File: src/rtl/alu_seq_pkg.sv
// Shared types for the ALU request sequencer.
//   alu_req_t   : one queued ALU operation (operands, carry, mode, command, operand-valid code)
//   alu_rsp_t   : one captured ALU result (RES, flags {COUT,OFLOW,G,E,L,ERR}, command)
//   seq_state_e : issue FSM states
// The struct fields are sized from SEQ_WIDTH/SEQ_CMD_W; the top-level WIDTH/CMD_W
// parameters must match these.
package alu_seq_pkg;

  localparam int SEQ_WIDTH = 8;
  localparam int SEQ_CMD_W = 4;

  localparam logic [SEQ_CMD_W-1:0] CMD_MUL_INC   = 4'd9;
  localparam logic [SEQ_CMD_W-1:0] CMD_MUL_SHIFT = 4'd10;

  typedef struct packed {
    logic [SEQ_WIDTH-1:0] opa;
    logic [SEQ_WIDTH-1:0] opb;
    logic                 cin;
    logic                 mode;
    logic [SEQ_CMD_W-1:0] cmd;
    logic [1:0]           inp_valid;
  } alu_req_t;

  typedef struct packed {
    logic [SEQ_WIDTH:0]   res;
    logic [5:0]           flags;
    logic [SEQ_CMD_W-1:0] cmd;
  } alu_rsp_t;

  typedef enum logic [2:0] {
    S_IDLE,
    S_ISSUE,
    S_WAIT,
    S_CAPT,
    S_RESP
  } seq_state_e;

  // Multiplies take the longer ALU latency.
  function automatic logic is_mul(input logic mode, input logic [SEQ_CMD_W-1:0] cmd);
    return mode && ((cmd == CMD_MUL_INC) || (cmd == CMD_MUL_SHIFT));
  endfunction

endpackage

File: src/rtl/alu_req_fifo.sv
// Synchronous request FIFO of alu_req_t.
//   CLK, RST   : clock, asynchronous active-low reset (empties the FIFO)
//   push/wdata : write one entry (ignored when full)
//   pop/rdata  : rdata shows the head; pop removes it (ignored when empty)
//   full/empty : occupancy status
//   level      : number of stored entries, 0..DEPTH
module alu_req_fifo
  import alu_seq_pkg::*;
#(
  parameter int DEPTH = 4
) (
  input  logic                     CLK,
  input  logic                     RST,
  input  logic                     push,
  input  alu_req_t                 wdata,
  input  logic                     pop,
  output alu_req_t                 rdata,
  output logic                     full,
  output logic                     empty,
  output logic [$clog2(DEPTH):0]   level
);

  localparam int AW    = $clog2(DEPTH);
  localparam int LVL_W = AW + 1;

  alu_req_t        mem [DEPTH];
  logic [AW-1:0]   wr_ptr;
  logic [AW-1:0]   rd_ptr;
  logic            do_push;
  logic            do_pop;

  assign full    = (level == LVL_W'(DEPTH));
  assign empty   = (level == '0);
  assign do_push = push && !full;
  assign do_pop  = pop && !empty;
  assign rdata   = mem[rd_ptr];

  // Pointers wrap naturally because DEPTH is a power of two.
  always_ff @(posedge CLK or negedge RST) begin
    if (!RST) begin
      wr_ptr <= '0;
      rd_ptr <= '0;
      level  <= '0;
    end else begin
      if (do_push) wr_ptr <= wr_ptr + 1'b1;
      if (do_pop)  rd_ptr <= rd_ptr + 1'b1;
      case ({do_push, do_pop})
        2'b10:   level <= level + 1'b1;
        2'b01:   level <= level - 1'b1;
        default: level <= level;
      endcase
    end
  end

  // Storage needs no reset; level gates every read.
  always_ff @(posedge CLK) begin
    if (do_push) mem[wr_ptr] <= wdata;
  end

endmodule

File: src/rtl/alu_req_sequencer.sv
// Issue stage in front of ALU_DESIGN: queues requests, issues one op at a time,
// waits the command-dependent latency and holds the result on a valid/ready port.
//   CLK, RST                 : clock, asynchronous active-low reset
//   req_*                    : valid/ready request port (operands, carry, mode, cmd, inp_valid)
//   OPA..CMD                 : ALU input pins
//   RES, COUT..ERR           : ALU result pins
//   rsp_*                    : valid/ready response port (res, flags {COUT,OFLOW,G,E,L,ERR}, cmd)
//   level                    : request FIFO occupancy
//
// state   | meaning
// --------+-------------------------------------------------------------
// S_IDLE  | no op in flight; pop FIFO head into issue register if present
// S_ISSUE | drive ALU pins with CE=1, load latency down-counter
// S_WAIT  | hold pins with CE=1 until the counter reaches terminal count
// S_CAPT  | CE=0, capture RES and flags into response register
// S_RESP  | hold response until the consumer accepts it
module alu_req_sequencer
  import alu_seq_pkg::*;
#(
  parameter int WIDTH   = SEQ_WIDTH,
  parameter int CMD_W   = SEQ_CMD_W,
  parameter int DEPTH   = 4,
  parameter int LAT     = 1,
  parameter int MUL_LAT = 2
) (
  input  logic                   CLK,
  input  logic                   RST,
  input  logic                   req_valid,
  output logic                   req_ready,
  input  logic [WIDTH-1:0]       req_opa,
  input  logic [WIDTH-1:0]       req_opb,
  input  logic                   req_cin,
  input  logic                   req_mode,
  input  logic [CMD_W-1:0]       req_cmd,
  input  logic [1:0]             req_inp_valid,
  output logic [WIDTH-1:0]       OPA,
  output logic [WIDTH-1:0]       OPB,
  output logic                   CIN,
  output logic                   CE,
  output logic                   MODE,
  output logic [1:0]             INP_VALID,
  output logic [CMD_W-1:0]       CMD,
  input  logic [WIDTH:0]         RES,
  input  logic                   COUT,
  input  logic                   OFLOW,
  input  logic                   G,
  input  logic                   E,
  input  logic                   L,
  input  logic                   ERR,
  output logic                   rsp_valid,
  input  logic                   rsp_ready,
  output logic [WIDTH:0]         rsp_res,
  output logic [5:0]             rsp_flags,
  output logic [CMD_W-1:0]       rsp_cmd,
  output logic [$clog2(DEPTH):0] level
);

  localparam int MAX_LAT = (LAT > MUL_LAT) ? LAT : MUL_LAT;
  localparam int CNT_W   = (MAX_LAT > 1) ? $clog2(MAX_LAT) + 1 : 1;
  localparam logic [CNT_W-1:0] LAT_LD = CNT_W'(LAT - 1);
  localparam logic [CNT_W-1:0] MUL_LD = CNT_W'(MUL_LAT - 1);

  seq_state_e       state, state_nxt;
  alu_req_t         req_in;
  alu_req_t         head;
  alu_req_t         iss_q;
  alu_rsp_t         rsp_q;
  logic             rsp_valid_q;
  logic [CNT_W-1:0] cnt_q;
  logic [CNT_W-1:0] cnt_ld;
  logic             pop;
  logic             fifo_full;
  logic             fifo_empty;
  logic             rdy_en;

  assign req_in = '{opa: req_opa, opb: req_opb, cin: req_cin, mode: req_mode,
                    cmd: req_cmd, inp_valid: req_inp_valid};

  // rdy_en keeps req_ready low during reset and for the cycle before the first edge.
  assign req_ready = rdy_en && !fifo_full;

  alu_req_fifo #(.DEPTH(DEPTH)) u_fifo (
    .CLK   (CLK),
    .RST   (RST),
    .push  (req_valid && req_ready),
    .wdata (req_in),
    .pop   (pop),
    .rdata (head),
    .full  (fifo_full),
    .empty (fifo_empty),
    .level (level)
  );

  assign cnt_ld = is_mul(iss_q.mode, iss_q.cmd) ? MUL_LD : LAT_LD;

  // Operand pins come straight from the issue register so they hold their
  // last values between ops and clear on reset.
  assign OPA       = iss_q.opa;
  assign OPB       = iss_q.opb;
  assign CIN       = iss_q.cin;
  assign MODE      = iss_q.mode;
  assign CMD       = iss_q.cmd;
  assign INP_VALID = iss_q.inp_valid;

  assign rsp_valid = rsp_valid_q;
  assign rsp_res   = rsp_q.res;
  assign rsp_flags = rsp_q.flags;
  assign rsp_cmd   = rsp_q.cmd;

  always_comb begin
    state_nxt = state;
    pop       = 1'b0;
    CE        = 1'b0;
    case (state)
      S_IDLE: begin
        if (!fifo_empty) begin
          pop       = 1'b1;
          state_nxt = S_ISSUE;
        end
      end
      S_ISSUE: begin
        CE        = 1'b1;
        state_nxt = (cnt_ld == '0) ? S_CAPT : S_WAIT;
      end
      S_WAIT: begin
        CE = 1'b1;
        if (cnt_q == CNT_W'(1)) state_nxt = S_CAPT;
      end
      S_CAPT: state_nxt = S_RESP;
      S_RESP: begin
        if (rsp_ready) state_nxt = S_IDLE;
      end
      default: state_nxt = S_IDLE;
    endcase
  end

  always_ff @(posedge CLK or negedge RST) begin
    if (!RST) begin
      state       <= S_IDLE;
      iss_q       <= '0;
      cnt_q       <= '0;
      rsp_q       <= '0;
      rsp_valid_q <= 1'b0;
      rdy_en      <= 1'b0;
    end else begin
      rdy_en <= 1'b1;
      state  <= state_nxt;
      if (pop) iss_q <= head;
      if (state == S_ISSUE)     cnt_q <= cnt_ld;
      else if (state == S_WAIT) cnt_q <= cnt_q - 1'b1;
      if (state == S_CAPT) begin
        rsp_q.res   <= RES;
        rsp_q.flags <= {COUT, OFLOW, G, E, L, ERR};
        rsp_q.cmd   <= iss_q.cmd;
        rsp_valid_q <= 1'b1;
      end else if (state == S_RESP && rsp_ready) begin
        rsp_valid_q <= 1'b0;
      end
    end
  end

endmodule

File: config.mk
export PLATFORM = sky130hd
export DESIGN_NAME = alu_req_sequencer
export DESIGN_NICKNAME = d
export VERILOG_FILES = /design/src/rtl/alu_seq_pkg.sv /design/src/rtl/alu_req_fifo.sv /design/src/rtl/alu_req_sequencer.sv
export SDC_FILE = /design/constraint.sdc
export NUM_CORES = 1
export LEC_CHECK = 0
export BUFFER_PORTS_ARGS = -buffer_cell sky130_fd_sc_hd__clkbuf_2
export CAP_MARGIN = 10
export CORE_ASPECT_RATIO = 0.8
export CORE_MARGIN = 3
export CORE_UTILIZATION = 53
export CTS_BUF_LIST = sky130_fd_sc_hd__clkbuf_8
export DETAILED_ROUTE_END_ITERATION = 16
export GPL_TIMING_DRIVEN = 0
export MAX_ROUTING_LAYER = met4
export PLACE_DENSITY = 0.86
export SLEW_MARGIN = 20
export SYNTH_ARGS = -nofsm -noshare
export SYNTH_HDL_FRONTEND = slang
export SYNTH_SLANG_ARGS = --single-unit
export TNS_END_PERCENT = 100
File: constraint.sdc
create_clock -name CLK -period 2.3 [get_ports CLK]
set_clock_uncertainty 0.1 [all_clocks]
set_input_delay 0.23 -clock CLK [delete_from_list [all_inputs] [get_ports CLK]]
set_output_delay 0.23 -clock CLK [all_outputs]
set_load 0.01 [all_outputs]
# ---- Yosys cells after proc, flatten, opt, wreduce, memory -nomap -nowiden
# Memories as Yosys holds them, arrays and structs flattened. A register that Yosys moved wholly into a read port is not among the register bits.
# Index checks and enable logic that the tools add are counted.
dict set report word_totals {
  reg_bits 33
  mem_bits_rw 96
  out_inout_bits 49
  n_memories 1
  romBits 0
  latchBits 0
  elab_cells 63
}
dict set report op_classes {
  shift 0
  n_div 0
  n_bitwise 0
  n_mul 0
  reduce_logical 18
  muxes 16
  magnitude_cmp 0
  n_addsub 5
  n_eq_ne 13
}
# memory depth width rd rd_clocked_by_memory_dff write_ports line_no
set mem_list {}
lappend mem_list {u_fifo.mem 4 24 1 1 1 alu_req_fifo.sv:26} ;# alu_req_t mem [DEPTH];
# operator n
set op_table {}
lappend op_table {{$pmux W3 S5} 1}
lappend op_table {{$mux W1} 9}
lappend op_table {{$mux W3} 3}
lappend op_table {{$eq A4 B4 Y1 const B} 2}
lappend op_table {{$eq A3 B2 Y1 const B} 2}
lappend op_table {{$eq A3 B3 Y1 const B} 2}
lappend op_table {{$logic_and A1 B1 Y1} 6}
lappend op_table {{$logic_not A3 Y1} 2}
lappend op_table {{$ne A2 B2 Y1 const B} 3}
lappend op_table {{$pmux W3 S2} 1}
lappend op_table {{$reduce_bool A2 Y1} 3}
lappend op_table {{$add A2 B1 Y2 const B} 2}
lappend op_table {{$eq A2 B1 Y1 const B} 2}
lappend op_table {{$mux W2} 2}
lappend op_table {{$add A3 B1 Y3 const B} 1}
lappend op_table {{$eq A3 B1 Y1 const B} 1}
lappend op_table {{$logic_not A1 Y1} 3}
lappend op_table {{$reduce_and A3 Y1} 1}
lappend op_table {{$sub A3 B1 Y3 const B} 1}
lappend op_table {{$eq A2 B2 Y1 const B} 1}
lappend op_table {{$logic_not A2 Y1} 1}
lappend op_table {{$reduce_or A2 Y1} 1}
lappend op_table {{$sub A2 B1 Y2 const B} 1}
lappend op_table {{$logic_or A1 B1 Y1} 1}

# ---- Depth between registers and ports, before layout
# Gate-level depths: netlist (run 1).
dict set report depth {
  depth_word 7
  mapped_depth 11
}

# ---- Cells and area by module
# From an unflattened synthesis (run 1), not the netlist that was laid out.
dict set report hier_totals {
  hier_cells 297
  hier_area_um2 5940.7
}
# module cells_each area_each_um2 instances seq_area_each_um2
set modules_own_cells {}
lappend modules_own_cells {alu_req_fifo 163 3933.8 1 3057.9}
lappend modules_own_cells {alu_req_sequencer 134 2006.9 1 1251.2}

# ---- Worst setup path before layout (run 1)
# No wires, ideal clock.
dict set report synth_path {
  kind {register to register}
  startpoint {reg state[2]}
  endpoint {reg u_fifo.level[2]}
  arrival_time_ns 2.280
  period_less_slack_ns 2.460
  path_slack_ns -0.160
  stages_incl_launch_ff 12
  setup_time_ns 0.080
  t_required_ns 2.120
  path_cell_list {dfrtp_1 -> buf_6 -> or4_4 -> buf_6 -> buf_12 -> inv_1 -> ha_1 -> inv_1 -> fa_1 -> xor2_1 -> nor2_1 -> xnor2_1}
}
dict set report synth_via {
  elab_chain_cells 5
  word_cells_on_any_way 7
  classes_between {eq/ne (2); mux (2); reduce/logical (3)}
}
# item line_no
set synth_lines {}
lappend synth_lines {{start: declaration} alu_req_sequencer.sv:63} ;# seq_state_e state, state_nxt;
lappend synth_lines {{start signal: assignment} alu_req_sequencer.sv:147} ;# state <= state_nxt;
lappend synth_lines {{$logic_not A3 Y1 (*)} alu_req_sequencer.sv:114} ;# case (state)
lappend synth_lines {{$mux W1 (*)} alu_req_sequencer.sv:114}
lappend synth_lines {{via pop} alu_req_sequencer.sv:71} ;# logic pop;
lappend synth_lines {{$logic_and A1 B1 Y1 (*)} alu_req_fifo.sv:35} ;# assign do_pop = pop && !empty;
lappend synth_lines {{$eq A2 B1 Y1 / $eq A2 B2 Y1 (equally long branches)} alu_req_fifo.sv:47} ;# case ({do_push, do_pop})
lappend synth_lines {{$pmux W3 S2 / $reduce_bool A2 Y1 (equally long branches)} -}
lappend synth_lines {{end signal: assignment} alu_req_fifo.sv:48} ;# 2'b10: level <= level + 1'b1;
lappend synth_lines {{end signal: assignment} alu_req_fifo.sv:49} ;# 2'b01: level <= level - 1'b1;
lappend synth_lines {{end signal: assignment} alu_req_fifo.sv:50} ;# default: level <= level;
lappend synth_lines {{end: declaration} alu_req_fifo.sv:20} ;# output logic [$clog2(DEPTH):0] level
# Mark *: on every way through the listed nets, which the timed path passes. The rest lies on a longest branch.
# A chain may end at the register's enable or synchronous reset.

# ---- Worst setup path after layout (run 1)
# Same ends and word-level chain as after synthesis.

==> results.md, run 1 <==
- Area grow syn2layout: 25.8%
- GPL Wtd Cong: 0.786
- Max Cap Viol: 0
- Worst-path cell chain: buf_6 -> or4_4 -> inv_4 -> ha_4 -> inv_2 -> fa_2 -> xor2_1 -> nor2_1 -> xnor2_1
- Max incr delay on CP: 580 ps
- Met3 WL: 795 µm
- RSZ-0062 raised after global routing: true
- Drt wl/cell: 18.7 µm
- Netlist Area Pre-Place: 5960 µm²
- Fin crit period: 2250 ps
- Met2 WL: 5740 µm
- Crit-path max FO: 4
- Net Count, Synth: 346
- Vias in the first global route: 3546
- Num CTS Buffers: 17
- Initial Utilization: 56.1%
- Synth cell count leaders: 96 x edfxtp_1, 57 x dfrtp_1, 26 x mux2_2
- Fmax: 445 MHz
- Die height: 101 µm
- CTS tree: yes
- Worst Path Arrival: 2500 ps
- Netlist cell types: 39
- Reg2reg end: u_fifo.level[2]$_DFFE_PN0P_
- Clk buf depth: 2
- Power Dens Cells: 1310 nW/µm²
- Worst hold path type: primary input to register
- Top Ports: 92
- GRT Total Usage: 20.4%
- Most common cell in the synthesized netlist: edfxtp_1
- Leak pwr: 3.02 nW
- WL final: 11300 µm
- Relative slew slack: 53.9%
- Detailed placer's ending HPWL: 6990 µm
- Post-synth top area cell: edfxtp_1
- Via/cell ratio: 5.34
- Total grt overflow: 0
- CTS clk-pin slew, worst paths: 80 ps
- Post-synth EDFFs: 96
- # diodes: 0
- Top_reg_cell synth: edfxtp_1
- Worst-margin pin slew: 692 ps
- Synth Register Bits: 153
- Post-synthesis sequential area ratio: 72.3%
- Synth Instances: 296
- Status: complete, no violations
- Placed Cells incl. Taps: 528
- Worst r2r src: state[2]$_DFFE_PN0P_
- Antenna viol nets, final: 0
- Worst Setup SP: state[2]$_DFFE_PN0P_
- Setup Viol. Count Final: 0
- Clock Latency Late Sink: 430 ps
- Area contributors post-synth: edfxtp_1 48%, dfrtp_1 24%, mux4_2 9.1%, mux2_2 4.9%, mux2_4 4.5%
- 1st-pass router iterations: 4
- Critical path's slowest cell: or4_4
- Avg Synthesized Cell Area: 20.1 µm²
- Row cnt: 33
- Final period utilization: 97.6%
- Largest net degree at the start of global routing: 41
- Clock Sinks: 153
- Layout cells sized above 1: 47.3%
- Final Slew Violations: 0
- Die Area: 12600 µm²
- Synth async-reset ratio: 37.3%
- Die W: 125 µm
- Fin. Hold Viols: 0
- Core Region: 10600 µm²
- Nets@finish: 504
- Crit path to: u_fifo.level[2]$_DFFE_PN0P_
- Via Count: 3241
- Design Power: 0.00979 W
- Share of the synthesized area in the top cell type: 48.4%
- Depth of the worst register-to-register path: 9
- 1st-iter DRT viols: 169
- YS warnings: 0
- # DRC: 0
- Peak VDD IR: 0.661 mV
- # H-tree levels: 4
- Clk root buf: clkbuf_8
- Worst setup EP type: register
- CP Launch Type: register
- Non-Filler Instances: 607
- First-pass GRT wire length: 18800 µm
- Initial antenna violation count: 0
- M1 wire length: 4630 µm
- R2r setup slk: 50 ps
- Top sig layer: met4
- IO Port Bufs: 91
- WS Path Type: register to register
- Required @ worst endpoint: 2560 ps
area by class of cell:
cell class / count / area [µm²]
Fill cell: 616 / 3120
Timing Repair Buffer: 142 / 956
Buffer: 11 / 71.3
Multi-Input combinational cell: 119 / 1540
Tap cell: 140 / 175
Sequential cell: 153 / 4310
Inverter: 10 / 40.0
Clock inverter: 14 / 155
Clock buffer: 18 / 248
repair_timing:
item,CTS,global route
endpoints found under the hold margin,169,0
gates resized for setup,3,1
buffers inserted,7,2
endpoints found under the setup margin,2,1
pin swaps,2,5
hold buffers,41,0
power by group:
part           switching (W)  total, W  internal, W
sequential          0.000381   0.00404      0.00366
clock               0.000960   0.00205      0.00109
combinational        0.00171   0.00370      0.00199
total                0.00305   0.00979      0.00674
flip-flops by register name (all words and copies together), names as in the netlist, 2 cells and up:
| name | count |
|---|---|
| u_fifo.mem | 96 |
| rsp_res | 9 |
| OPA | 8 |
| OPB | 8 |
| rsp_flags | 6 |
| CMD | 4 |
| rsp_cmd | 4 |
| state | 3 |
| u_fifo.level | 3 |
| INP_VALID | 2 |
| cnt_q | 2 |
| u_fifo.rd_ptr | 2 |
| u_fifo.wr_ptr | 2 |
metrics by stage:
stage	setup TNS (ps)	hold WS, ps	cell area (µm²)	utilization [%]	setup WS (ps)
5_1_grt	-51.4	71.9	7490	70.6	-51.4
3_3_place_gp	-1680	344	6610	62.3	-198
4_1_cts	0	99.8	7490	70.6	20.3
2_1_floorplan	-90.1	-166	5980	-	-90.1
6_report	0	79.9	7490	70.6	54.4
3_5_place_dp	-342	45.4	6630	62.5	-232
routing by layer:
layer	vias to the layer above	GRT usage, %
li1	1454	-
met1	1635	25.0
met3	17	5.30
met2	135	33.2
met4	0	7.83
met5	-	-
worst min-delay path by stage:
stage / depth (start not counted) / slack, ps / end / from
2_1_floorplan: 0 / -170 / CIN$_DFFE_PN0P_ / RST
3_5_place_dp: 1 / 50 / rsp_res[2]$_DFFE_PN0P_ / RST
5_1_grt: 3 / 70 / u_fifo.wr_ptr[0]$_DFFE_PN0P_ / req_valid
4_1_cts: 2 / 100 / rsp_res[2]$_DFFE_PN0P_ / RST
6_report: 3 / 80 / u_fifo.wr_ptr[0]$_DFFE_PN0P_ / req_valid
3_3_place_gp: 1 / 340 / u_fifo.mem[1][15]$_DFFE_PP_ / req_opb[7]
cells in the final DEF, fill, tap and decap left out, types with 2 or more instances in the layout:
| master | netlist | layout |
|---|---|---|
| edfxtp_1 | 96 | 96 |
| clkbuf_2 | 0 | 90 |
| dfrtp_1 | 57 | 54 |
| dlygate4sd3_1 | 0 | 41 |
| mux2_2 | 26 | 26 |
| mux4_2 | 24 | 24 |
| mux2_4 | 18 | 18 |
| clkbuf_8 | 0 | 18 |
| inv_1 | 10 | 9 |
| buf_4 | 0 | 9 |
| buf_2 | 6 | 5 |
| ha_1 | 6 | 5 |
| clkinv_2 | 0 | 5 |
| clkbuf_1 | 4 | 4 |
| nor3_1 | 4 | 4 |
| and2_2 | 0 | 4 |
| xnor2_1 | 4 | 4 |
| o21ai_0 | 3 | 3 |
| xor2_1 | 3 | 3 |
| bufinv_16 | 0 | 3 |
| dfrtp_2 | 0 | 3 |
| nor2_1 | 2 | 2 |
| nor2b_1 | 2 | 2 |
| nand3_1 | 2 | 2 |
| buf_12 | 2 | 2 |
| clkinvlp_4 | 0 | 2 |
cell families (layout without fill, tap and decap cells):
logic type	count (synthesis)	after routing	synth area share, %
other cells	1	1	0.0629
xor+xnor	7	7	1.03
simple gates	24	24	2.58
buf+inv	24	195	2.44
compound gates	11	11	1.28
mux	69	69	18.7
flops	153	153	72.3
fa+ha+maj	7	7	1.60
critical path: cells and delay by family (launching register included):
kind	cells	cell delay, ps
flops	1	380
buf+inv	3	250
simple gates	2	710
fa+ha+maj	2	460
xor+xnor	2	270
Note: power is estimated with default switching activity, not from simulation.
==> run 2, diff against run 1 <==
--- a/config.mk
+++ b/config.mk
@@ -9,13 +9,13 @@
 export CAP_MARGIN = 10
 export CORE_ASPECT_RATIO = 0.8
 export CORE_MARGIN = 3
-export CORE_UTILIZATION = 53
+export CORE_UTILIZATION = 54
 export CTS_BUF_LIST = sky130_fd_sc_hd__clkbuf_8
 export DETAILED_ROUTE_END_ITERATION = 16
 export GPL_TIMING_DRIVEN = 0
+export HOLD_SLACK_MARGIN = 0.08
 export MAX_ROUTING_LAYER = met4
-export PLACE_DENSITY = 0.86
-export SLEW_MARGIN = 20
+export PLACE_DENSITY = 0.84
 export SYNTH_ARGS = -nofsm -noshare
 export SYNTH_HDL_FRONTEND = slang
 export SYNTH_SLANG_ARGS = --single-unit
==> constraint.sdc (replaced) <==
create_clock -name CLK -period 2.55 [get_ports CLK]
set_clock_uncertainty 0.1 [all_clocks]
set_input_delay 0.255 -clock CLK [delete_from_list [all_inputs] [get_ports CLK]]
set_output_delay 0.255 -clock CLK [all_outputs]
set_load 0.01 [all_outputs]
==> results.md, run 2 (synthesized netlist as in run 1, its figures left out) <==
- Status: complete, no violations
- Critical path's slowest cell: or4_4
- Max incr delay on CP: 550 ps (-30 ps)
- Design Power: 0.00874 W (-11%)
- 1st-pass router iterations: 5 (+1)
- Worst-margin pin slew: 810 ps (+118 ps)
- Final Slew Violations: 0 (unchanged)
- Fmax: 407 MHz (-8.7%)
- Num CTS Buffers: 17 (unchanged)
- Final core utilization: 71.7% (+1.1 points)
- Top sig layer: met4
- Initial antenna violation count: 0 (unchanged)
- Worst Setup SP: state[1]$_DFFE_PN0P_
- Initial Utilization: 56.8% (+0.66 points)
- Power Dens Cells: 1160 nW/µm² (-11%)
- Clock Sinks: 153 (unchanged)
- Setup Viol. Count Final: 0 (unchanged)
- CTS tree: yes
- Int Pwr: 0.00601 W (-11%)
- Commonest cells after routing, fill and taps aside: 96 x edfxtp_1, 90 x clkbuf_2, 56 x dfrtp_1
- First-pass GRT wire length: 18000 µm (-4.3%)
- IO Port Bufs: 91 (unchanged)
- Met2 WL: 5970 µm (+3.9%)
- WP depth: 11 (+2)
- Max reg flops: 96 (unchanged)
- Biggest register: u_fifo.mem
- Worst path bufs/invs: 5 (+2)
- Detailed placer's ending HPWL: 6780 µm (-3.1%)
- Required @ worst endpoint: 2820 ps (+260 ps)
- Top Ports: 92 (unchanged)
- Die height: 100 µm (-0.88%)
- Leak pwr: 3.06 nW (+1.1%)
- Die Area: 12300 µm² (-1.8%)
- Die W: 123 µm (-0.88%)
- Worst Path Arrival: 2730 ps (+230 ps)
- Crit path to: u_fifo.level[2]$_DFFE_PN0P_
- Final period utilization: 96.4% (-1.2 points)
- RSZ-0062 raised after global routing: false
- CP Launch Type: register
- Sequential share of power: 42.1% (+0.8 points)
- Drt wl/cell: 19.0 µm (+1.4%)
- Depth of the worst register-to-register path: 11 (+2)
- Max Cap Viol: 0 (unchanged)
- Reg2reg end: u_fifo.level[2]$_DFFE_PN0P_
- CP delay by family, top: simple AND/OR/NAND/NOR gates
- Relative slew slack: 46.0% (-7.9 points)
- Met3 WL: 563 µm (-29%)
- Clock Latency Late Sink: 440 ps (about the same)
- Fin. Hold Viols: 0 (unchanged)
- Fin crit period: 2460 ps (+213 ps)
- Clk pwr share: 19.1% (-1.8 points)
- Worst setup EP type: register
- Row cnt: 33 (unchanged)
- Area grow syn2layout: 26.2%
- 1st-iter DRT viols: 197 (+17%)
- R2r setup slk: 90 ps (+40 ps)
- Worst-path cell chain: buf_6 -> or4_4 -> buf_8 -> buf_12 -> inv_4 -> ha_4 -> inv_1 -> fa_2 -> xor2_1 -> nor2_1 -> xnor2_1
- Sw Share: 31.3% (+0.17 points)
- WL final: 11500 µm (+1.7%)
- Peak VDD IR: 0.664 mV (+0.38%)
- Worst r2r src: state[1]$_DFFE_PN0P_
- Part of the power in combinational logic: 38.8% (+1.0 points)
- Core Region: 10500 µm² (-1.2%)
- GRT Total Usage: 20.5% (+0.14 points)
- Antenna viol nets, final: 0 (unchanged)
- # DRC: 0 (unchanged)
- Largest net degree at the start of global routing: 58 (+41%)
- Nets@finish: 506 (+0.40%)
- Total grt overflow: 0 (unchanged)
- Via/cell ratio: 5.34 (about the same)
- Commonest non-fill, non-tap cell in the layout: edfxtp_1
- GPL Wtd Cong: 0.746 (-5.1%)
- Via Count: 3250 (+0.28%)
- Layout cells sized above 1: 45.0% (-2.3 points)
- # diodes: 0 (unchanged)
- CTS clk-pin slew, worst paths: 90 ps (about the same)
- Clk buf depth: 2 (unchanged)
- Psw: 0.00274 W (-10%)
- Vias in the first global route: 3466 (-2.3%)
- M1 wire length: 4850 µm (+4.7%)
- Filler cell count: 636 (+3.2%)
- Crit-path max FO: 10 (+6)
- Clk root buf: clkbuf_8
- # H-tree levels: 4 (unchanged)
- WS Path Type: register to register
- Worst hold path type: primary input to register
run 2: cell count changes in the layout (fill, tap and decap cells not counted), moves of 3 or more:
cell / before / now
buf_4: 9 / 5
buf_16: 0 / 3
inv_1: 9 / 14
and2_1: 1 / 5
and2_2: 4 / 0
run 2: power groups by stage:
stage          combinational (W)  clock [W]  sequential [W]
5_1_grt                  0.00368    0.00180         0.00375
6_report                 0.00339    0.00167         0.00368
3_3_place_gp             0.00304          0         0.00366
2_1_floorplan            0.00209          0         0.00380
3_5_place_dp             0.00316          0         0.00371
4_1_cts                  0.00328    0.00171         0.00366
run 2: worst register-to-register path, cell delays in order, from the launching register on:
cell and delay [ps]:
dfrtp_1 390, buf_6 130, or4_4 550, buf_8 140
buf_12 140, inv_4 70, ha_4 120, inv_1 40
fa_2 330, xor2_1 140, nor2_1 120, xnor2_1 120
run 2: stage by stage:
stage / TNS (ps) / hold WS (ps) / area, µm² / cells / worst slack [ps]
finish: 0 / 170 / 7520 / 609 / 91.3
global route: 0 / 161 / 7520 / 609 / 15.2
global placement: -37.9 / 369 / 6590 / 527 / -37.9
floorplan: 0 / -141 / 5960 / 296 / 90.0
detailed placement: -74.9 / 325 / 6590 / 527 / -74.9
CTS: 0 / 125 / 7380 / 602 / 16.0
run 2: worst min-delay path by stage:
stage	startpoint	end	slack [ps]	cells past startpoint
final	req_valid	u_fifo.wr_ptr[0]$_DFFE_PN0P_	170	3
after global routing	req_valid	u_fifo.wr_ptr[0]$_DFFE_PN0P_	160	3
after CTS	req_valid	u_fifo.wr_ptr[0]$_DFFE_PN0P_	120	3
after detailed placement	RST	OPA[1]$_DFFE_PN0P_	320	1
after global placement	req_opa[7]	u_fifo.mem[1][23]$_DFFE_PP_	370	1
after floorplan	RST	CIN$_DFFE_PN0P_	-140	0
run 2: final cells by class:
class	count	area (µm²)	share of cell area, %
flip-flops and latches	153	4310	57.3
multi-input cells	119	1520	20.2
repair buffers	141	1000	13.3
clock buffers	17	234	3.11
well taps	140	175	2.33
clock inverters	15	123	1.63
plain buffers	14	118	1.56
inverters	10	40.0	0.532
run 2: what timing repair did:
item                                   CTS  global route
gates resized for setup                  4             6
setup buffers                            2             3
endpoints found under the hold margin  170             0
pin swaps                                2             3
setup endpoints to repair                1             1
hold buffers                            41             0
run 2: layer usage:
layer	global-route usage [%]	vias to the layer above
met5	-	-
met4	6.81	0
met3	5.46	15
met2	33.7	107
met1	25.0	1671
li1	-	1457
